[config.mk]
export PLATFORM = sky130hd
export DESIGN_NAME = uart_ascii_tx
export DESIGN_NICKNAME = d
export VERILOG_FILES = /design/src/rtl/uart_ascii_tx.sv
export SDC_FILE = /design/constraint.sdc
export NUM_CORES = 1
export LEC_CHECK = 0
export BUFFER_PORTS_ARGS = -buffer_cell sky130_fd_sc_hd__buf_2
export CORE_ASPECT_RATIO = 0.8
export CORE_MARGIN = 1.5
export CORE_UTILIZATION = 45
export DETAILED_ROUTE_END_ITERATION = 16
export HOLD_SLACK_MARGIN = 0.1
export PLACE_DENSITY = 0.7
export SLEW_MARGIN = 20
export SYNTH_ARGS = -nofsm -noshare
export SYNTH_HDL_FRONTEND = slang
export SYNTH_SLANG_ARGS = --single-unit
[constraint.sdc]
create_clock -name clk -period 4.4 [get_ports clk]
set_clock_uncertainty 0.15 [all_clocks]
set_input_delay 0 -clock clk [delete_from_list [all_inputs] [get_ports clk]]
set_output_delay 0 -clock clk [all_outputs]
set_load 0.01 [all_outputs]
[src/rtl/uart_ascii_tx.sv]
// uart_ascii_tx: FIFO-buffered UART transmitter (8N1, LSB first) for the ASCII loopback line.
// Define UART_TX_PARITY_EN to insert an even-parity bit between data and stop (8E1).
module uart_ascii_tx #(
    parameter int CLK_FREQ_HZ = 50_000_000,
    parameter int BAUD        = 115_200,
    parameter int FIFO_DEPTH  = 16
) (
    input  logic                        clk,
    input  logic                        rst_n,
    input  logic [7:0]                  ascii_code,
    input  logic                        ascii_valid,
    output logic                        ascii_ready,
    output logic                        tx,
    output logic                        busy,
    output logic [$clog2(FIFO_DEPTH):0] fifo_count
);

    localparam int DIV   = CLK_FREQ_HZ / BAUD;
    localparam int CNT_W = $clog2(DIV);
    localparam int PTR_W = $clog2(FIFO_DEPTH);

    localparam logic [CNT_W-1:0] BAUD_LAST  = CNT_W'(DIV - 1);
    localparam logic [CNT_W-1:0] BAUD_ONE   = CNT_W'(1);
    localparam logic [PTR_W-1:0] PTR_ONE    = PTR_W'(1);
    localparam logic [PTR_W:0]   COUNT_ONE  = (PTR_W + 1)'(1);
    localparam logic [PTR_W:0]   COUNT_FULL = (PTR_W + 1)'(FIFO_DEPTH);

    typedef enum logic [2:0] {
        IDLE,
        START,
        DATA,
`ifdef UART_TX_PARITY_EN
        PARITY,
`endif
        STOP
    } state_t;

    logic [7:0]       fifo_mem [FIFO_DEPTH];
    logic [PTR_W-1:0] wr_ptr;
    logic [PTR_W-1:0] rd_ptr;
    logic [PTR_W:0]   count_next;
    logic             fifo_empty;
    logic             fifo_full;
    logic             push;
    logic             pop;

    state_t           state;
    state_t           next_state;
    logic [CNT_W-1:0] baud_cnt;
    logic [2:0]       bit_cnt;
    logic [7:0]       shift;
    logic             baud_last;
    logic             tx_next;
    logic             busy_next;
`ifdef UART_TX_PARITY_EN
    logic             parity_bit;
`endif

    assign fifo_empty  = (fifo_count == '0);
    assign fifo_full   = (fifo_count == COUNT_FULL);
    assign ascii_ready = !fifo_full;
    assign push        = ascii_valid && !fifo_full;
    assign baud_last   = (baud_cnt == BAUD_LAST);

    always_comb begin
        count_next = fifo_count;
        case ({push, pop})
            2'b10:   count_next = fifo_count + COUNT_ONE;
            2'b01:   count_next = fifo_count - COUNT_ONE;
            default: count_next = fifo_count;
        endcase
    end

    always_ff @(posedge clk or negedge rst_n) begin
        if (!rst_n) begin
            wr_ptr     <= '0;
            rd_ptr     <= '0;
            fifo_count <= '0;
        end else begin
            if (push)
                wr_ptr <= wr_ptr + PTR_ONE;
            if (pop)
                rd_ptr <= rd_ptr + PTR_ONE;
            fifo_count <= count_next;
        end
    end

    // Storage carries no reset; validity is defined purely by the pointers and count.
    always_ff @(posedge clk) begin
        if (push)
            fifo_mem[wr_ptr] <= ascii_code;
    end

    always_ff @(posedge clk or negedge rst_n) begin
        if (!rst_n) begin
            state    <= IDLE;
            baud_cnt <= '0;
            bit_cnt  <= '0;
            shift    <= '0;
            tx       <= 1'b1;
            busy     <= 1'b0;
`ifdef UART_TX_PARITY_EN
            parity_bit <= 1'b0;
`endif
        end else begin
            state <= next_state;
            tx    <= tx_next;
            busy  <= busy_next;
            if (pop) begin
                shift    <= fifo_mem[rd_ptr];
                bit_cnt  <= '0;
                baud_cnt <= '0;
`ifdef UART_TX_PARITY_EN
                parity_bit <= ^fifo_mem[rd_ptr];
`endif
            end else if (state == IDLE) begin
                baud_cnt <= '0;
            end else if (baud_last) begin
                baud_cnt <= '0;
                if (state == DATA) begin
                    shift   <= {1'b0, shift[7:1]};
                    bit_cnt <= bit_cnt + 3'd1;
                end
            end else begin
                baud_cnt <= baud_cnt + BAUD_ONE;
            end
        end
    end

    // A pop on the last stop clock chains the next frame with no idle gap.
    always_comb begin
        next_state = state;
        pop        = 1'b0;
        case (state)
            IDLE: begin
                if (!fifo_empty) begin
                    pop        = 1'b1;
                    next_state = START;
                end
            end
            START: begin
                if (baud_last)
                    next_state = DATA;
            end
            DATA: begin
                if (baud_last && (bit_cnt == 3'd7)) begin
`ifdef UART_TX_PARITY_EN
                    next_state = PARITY;
`else
                    next_state = STOP;
`endif
                end
            end
`ifdef UART_TX_PARITY_EN
            PARITY: begin
                if (baud_last)
                    next_state = STOP;
            end
`endif
            STOP: begin
                if (baud_last) begin
                    if (!fifo_empty) begin
                        pop        = 1'b1;
                        next_state = START;
                    end else begin
                        next_state = IDLE;
                    end
                end
            end
            default: next_state = IDLE;
        endcase
    end

    always_comb begin
        tx_next   = 1'b1;
        busy_next = (next_state != IDLE) || (count_next != '0);
        case (state)
            IDLE:    tx_next = 1'b1;
            START:   tx_next = 1'b0;
            DATA:    tx_next = shift[0];
`ifdef UART_TX_PARITY_EN
            PARITY:  tx_next = parity_bit;
`endif
            STOP:    tx_next = 1'b1;
            default: tx_next = 1'b1;
        endcase
    end

endmodule
==> impl_metrics.yaml, run 1 <==
route:
  vias: 3534
  ant_nets: 0
  drt-wirelength-per-cell_um: 19.92
  vias_per_cell: 5.471
  first_pass_iters: 4
  wirelength_um: 12870
  drcViolationCount: 0
  drt_iter0_drc: 373
global_routing:
  grt_pass1_wl_um: 20560
  grt_max_degree: 37
  grt.total_usage_pct: 17.68
  grt_pass1_vias: 3634
  antenna_found_initial: 0
  overflow: 0
  use_met1_pct: 24.32
  grtUsageMet2_pct: 27.38
  busiest_layer: "met2"
  grt_use_met3_pct: 4.870
clock_tree:
  cts_resized: 0
  clk_latency_ns: 0.43
  htree_levels: 4
  cts_root_buf: "clkbuf_16"
  clockBufferDepth: 2
  cts-buffers-inserted: 17
  cts_tree: "built"
  cts_sinks: 166
  clkTransAtPathRegs_ns: 0.06
power_and_ir_drop:
  power_per_cell_area_nw_per_um2: 622.4
  vdd_drop_max_mv: 0.3762
  leakage_nw: 2.795
worst_setup_path:
  path_max_fanout: 11
  rr_worst_depth: 12
  worstSetupPathType: "reg2reg"
  start_kind: "register"
  cp_num_cells: 12
  cp_top_family: "simple AND/OR/NAND/NOR gates"
  crit_path_max_incr_delay_ns: 0.49
  endpoint: "busy"
  cp_cell_sequence: "nor4_4 -> nand2_1 -> and2_1 -> inv_1 -> ha_1 -> xor2_1 -> ha_1 -> o21ai_0 -> a221oi_1 -> o221ai_1 -> xnor2_1 -> or4_1"
  cp-end-kind: "register"
  r2r_start: "fifo_count[1]"
  r2r_end: "busy"
  crit_start: "fifo_count[1]"
  path_buf_inv: 1
  worstPathRequired_ns: 4.54
  critPathArrivalTime_ns: 3.78
  ff2ff_setup_slack_ns: 0.76
  slowest_stage: "dfrtp_1"
  cpMostUsedCell: "ha_1"
synthesis:
  yosys-top-cells-count: "edfxtp_1 (128), dfrtp_1 (37), nor2_1 (33)"
  synth.distinct_cells: 45
  synth_top_area_share_pct: 55.59
  synth_area_um2: 6914
  synth_area_leaders: "edfxtp_1 (56%), dfrtp_1 (13%), mux4_2 (10%), ha_1 (2.2%), nor2_1 (1.8%)"
  yosys_warnings: 0
  syn_inst: 416
  async_flop_share_pct: 22.89
  synthFlopType: "edfxtp_1"
  synthesis.nets: 439
  synth_edf_count: 128
  syn_area_per_cell_um2: 16.62
  ys_seq_elements: 166
  synth.largest_area_cell: "edfxtp_1"
  synth_most_common_cell: "edfxtp_1"
  yosysSeqAreaShare_pct: 69.36
die:
  dieArea_um2: 16120
  num_rows: 40
  initial_core_util_pct: 46.05
  die_h_um: 113.9
  core-area_um2: 15010
  pin_count: 19
  dieWidth_um: 141.6
timing:
  tns_ns: 0
  rsz0062_at_grt: "false"
  period_needed_ns: 3.639
  fmax_ghz: 0.2748
  holdWs_ns: 0.3616
  max_slew_margin_pct: 37.45
  setup_viol: 0
  max_slew.worst_pin.slew_ns: 0.9348
  finalHoldViolations: 0
  drv_slew: 0
  fin_crit_sh_pct: 82.69
run_status:
  outcome: "finished clean"
finish:
  n_fill_cell: 1196
  area_growth_pct: 14.08
  multi_input_area_um2: 1979
  antenna_cells: 0
  final_nets: 468
  drive_gt1_share_pct: 21.44
  seqCellArea_um2: 4798
run:
  maxCapViolCount: 0
placed_design:
  dp_hpwl_um: 7985
  routabilityCongestion: 0.7944
  io_buffers: 18
worst_hold_path:
  min_path_type: "in2reg"
-- what timing repair did --
action / in CTS / in global routing
hold buffers: 12 / 0
buffers inserted: 0 / 0
hold endpoints to repair: 170 / 0
-- how the worst min path moves through the flow --
| stage | from | to | slack, ns | cells past startpoint |
|---|---|---|---|---|
| after global routing | ascii_code[0] | fifo_mem[12][0] | 0.36 | 2 |
| after detailed placement | rst_n | fifo_count[2] | 0.01 | 1 |
| after global placement | rst_n | fifo_count[2] | -0.009 | 1 |
| final | ascii_code[0] | fifo_mem[12][0] | 0.36 | 2 |
| after CTS | rst_n | baud_cnt[7] | 0.29 | 3 |
| after floorplan | rst_n | baud_cnt[0] | -0.45 | 0 |
-- registers in the layout, summed over array words and instances (netlist names), 3 cells and up --
register / cells
fifo_mem: 128
bit_cnt: 3
fifo_count: 5
baud_cnt: 9
wr_ptr: 4
rd_ptr: 4
shift: 8
state: 3
-- per-layer routing --
| metal | part of all wire [%] | vias to the layer above | routed length [µm] |
|---|---|---|---|
| li1 | - | 1641 | - |
| met1 | 46 | 1818 | 5964 |
| met2 | 48 | 62 | 6210 |
| met3 | 4.3 | 13 | 548 |
| met4 | 1.1 | 0 | 144 |
| met5 | 0 | - | 0 |
-- worst register-to-register path, cell delays in order, from the launching register on --
cell	delay, ns
dfrtp_1	0.49
nor4_4	0.42
nand2_1	0.11
and2_1	0.26
inv_1	0.12
ha_1	0.39
xor2_1	0.19
ha_1	0.22
o21ai_0	0.09
a221oi_1	0.26
o221ai_1	0.18
xnor2_1	0.17
or4_1	0.46
-- layout make-up --
cell class	instances	share of cell area, %
clock buffers	18	5.441
clock inverters	13	1.983
inverters	10	0.4759
multi-input cells	216	25.10
flip-flops and latches	166	60.83
well taps	189	2.998
repair buffers	34	3.173
-- through the flow --
stage          area, µm²  instances  setup WS [ns]  util [%]  total power (W)
4_1_cts             7888        646         0.7707     52.53         0.004960
3_3_place_gp        7172        603         0.9377     47.77         0.003428
6_report            7888        646         0.7615     52.53         0.004909
5_1_grt             7888        646         0.5047     52.53         0.005157
2_1_floorplan       6914        416         0.8277         -         0.003111
3_5_place_dp        7172        603         0.7685     47.77         0.003471
-- cell families after synthesis --
logic type	share of synthesized area, %
flip-flops	69.36
AND/OR/NAND/NOR	6.750
multiplexers	12.36
AO/OA/AOI/OAI	4.615
buffers and inverters	2.154
XOR/XNOR	2.534
adder cells (fa/ha/maj)	2.171
other	0.05424
-- power by group --
part / internal, W / switching (W) / total (W)
clock: 0.000886 / 0.000587 / 0.00147
combinational: 0.000594 / 0.000584 / 0.00118
sequential: 0.00193 / 0.000323 / 0.00226
-- layout by cell type, fill, tap and decap left out, types with 12 or more instances in the layout --
cell type  synthesis  final
edfxtp_1         128    128
dfrtp_1           37     35
nor2_1            33     33
mux4_2            32     32
nand2_1           28     28
buf_2              8     18
clkbuf_16          0     17
a22oi_1           14     14
o21ai_0           13     13
xnor2_1           12     12
ha_1              12     12
No activity file was read; power rests on OpenSTA's default activity.
==> run 2: changes to the inputs <==
Settings changed: PLACE_DENSITY 0.7 to 0.72.
Clock period 4.4 ns to 3.3 ns, I/O delays scaled along.
==> run 2 against run 1 <==
Compared with the run above: sequential share of layout area is 1.5 points lower; worst setup slack worse by 0.71 ns; clock power is 28% higher; hold slack worse by 0.0014 ns; routed wire length is 1.0% higher; flip-flop and latch count stayed put; non-clock buffer count is 23 higher; global-route usage hardly changed; critical path depth is 1 higher; core utilization is 1.3 points higher; maximum frequency is 12% higher; critical endpoint unchanged.
==> impl_metrics.yaml, run 2 (same netlist as run 1, synthesis figures left out) <==
die:
  die_h_um: 113.9
  num_rows: 40
  pin_count: 19
  core-area_um2: 15010
  initial_core_util_pct: 46.05
  dieWidth_um: 141.6
  dieArea_um2: 16120
worst_setup_path:
  worstSetupPathType: "reg2reg"
  path_max_fanout: 4
  cp_top_family: "simple AND/OR/NAND/NOR gates"
  worstPathRequired_ns: 3.45
  r2r_end: "busy"
  ff2ff_setup_slack_ns: 0.05
  critPathArrivalTime_ns: 3.39
  cp_cell_sequence: "inv_1 -> ha_1 -> and4b_4 -> a31oi_4 -> a2111oi_4 -> ha_4 -> xor2_1 -> ha_2 -> a21oi_2 -> mux2i_1 -> xor2_1 -> o211ai_1 -> or4_1"
  slowest_stage: "or4_1"
  path_buf_inv: 1
  start_kind: "register"
  cpMostUsedCell: "xor2_1"
  cp-end-kind: "register"
  crit_path_max_incr_delay_ns: 0.47
  rr_worst_depth: 13
  r2r_start: "baud_cnt[1]"
power_and_ir_drop:
  vdd_drop_max_mv: 0.7783
  power_per_cell_area_nw_per_um2: 819.5
  finalPower_w: 0.006622
  leakage_nw: 2.907
route:
  first_pass_iters: 7
  drt-wirelength-per-cell_um: 19.40
  vias: 3674
  ant_nets: 0
  wirelength_um: 13000
  drt_iter0_drc: 329
  drcViolationCount: 0
  vias_per_cell: 5.484
timing:
  setup_viol: 0
  tns_ns: 0
  holdWs_ns: 0.3602
  max_slew_margin_pct: 33.60
  rsz0062_at_grt: "true"
  fin_crit_sh_pct: 98.37
  fmax_ghz: 0.3081
  period_needed_ns: 3.246
  max_slew.worst_pin.slew_ns: 0.9923
  drv_slew: 0
  finalHoldViolations: 0
clock_tree:
  cts_root_buf: "clkbuf_16"
  cts_sinks: 166
  clk_latency_ns: 0.43
  cts-buffers-inserted: 17
  clkTransAtPathRegs_ns: 0.07
  cts_tree: "built"
  htree_levels: 4
  clockBufferDepth: 2
finish:
  final_nets: 491
  fin_util_pct: 53.82
  final_cell_mix: "edfxtp_1 (128), dfrtp_1 (36), nor2_1 (33), mux4_2 (32), nand2_1 (28)"
  area_growth_pct: 16.87
  n_fill_cell: 1202
  drive_gt1_share_pct: 26.82
  top_register: "fifo_mem"
  final_area_um2: 8080
  top_regs: "fifo_mem: 128 flops, baud_cnt: 9 flops, shift: 8 flops"
  layout_commonest_cell: "edfxtp_1"
  largest_reg_flops: 128
  antenna_cells: 0
global_routing:
  grt_pass1_wl_um: 20530
  antenna_found_initial: 0
  grt.total_usage_pct: 17.64
  grt_pass1_vias: 3614
  grt_max_degree: 38
  overflow: 0
worst_hold_path:
  min_path_type: "in2reg"
  hold_start: "ascii_code[4]"
  hold-path-endpoint: "fifo_mem[11][4]"
  min_delay_path_depth: 2
placed_design:
  dp_hpwl_um: 8079
  routabilityCongestion: 0.8358
  postPlaceCellArea_um2: 7311
  io_buffers: 18
run:
  maxCapViolCount: 0
run_status:
  outcome: "finished clean"
-- run 2: power breakdown --
| part | internal (W) | switching [W] | total, W |
|---|---|---|---|
| logic | 0.000909 | 0.000977 | 0.00189 |
| registers | 0.00258 | 0.000276 | 0.00285 |
| clock network | 0.00105 | 0.000828 | 0.00188 |
-- run 2: per-layer routing --
layer | vias up | global-route usage [%] | part of all wire, %
met5 | - | 0 | 0
met4 | 0 | 5.911 | 1.2
met3 | 14 | 4.534 | 5.6
met2 | 99 | 26.31 | 47
met1 | 1869 | 25.50 | 46
li1 | 1692 | - | -
-- run 2: per-stage QoR --
stage	std cells	worst slack [ns]
2_1_floorplan	416	-0.04909
5_1_grt	670	-0.06308
6_report	670	0.05382
3_3_place_gp	621	0.1441
3_5_place_dp	621	-0.007105
4_1_cts	665	0.03461
-- run 2: cell type report --
type | instances | area, µm² | area share (%)
Sequential cell | 166 | 4797 | 59.37
Timing Repair Buffer | 57 | 424.2 | 5.249
Multi-Input combinational cell | 216 | 2017 | 24.96
Clock buffer | 17 | 425.4 | 5.265
Inverter | 10 | 37.54 | 0.4645
Tap cell | 189 | 236.5 | 2.927
Clock inverter | 15 | 142.6 | 1.765
-- run 2: worst max-delay path by stage --
stage                startpoint    to  slack [ns]  depth (start not counted)
CTS                 baud_cnt[1]  busy        0.03                         13
finish              baud_cnt[1]  busy        0.05                         13
floorplan           baud_cnt[1]  busy       -0.05                         15
detailed placement  baud_cnt[1]  busy      -0.007                         12
global placement    baud_cnt[1]  busy        0.14                         12
global route        baud_cnt[1]  busy       -0.06                         13
-- run 2: repair_timing --
| action | in CTS | in global routing |
|---|---|---|
| buffers inserted | 0 | 4 |
| hold buffers | 12 | 0 |
| setup endpoints to repair | 1 | 1 |
| pin swaps | 0 | 6 |
| cloned | 0 | 1 |
| resized for setup | 1 | 6 |
| hold endpoints to repair | 169 | 0 |
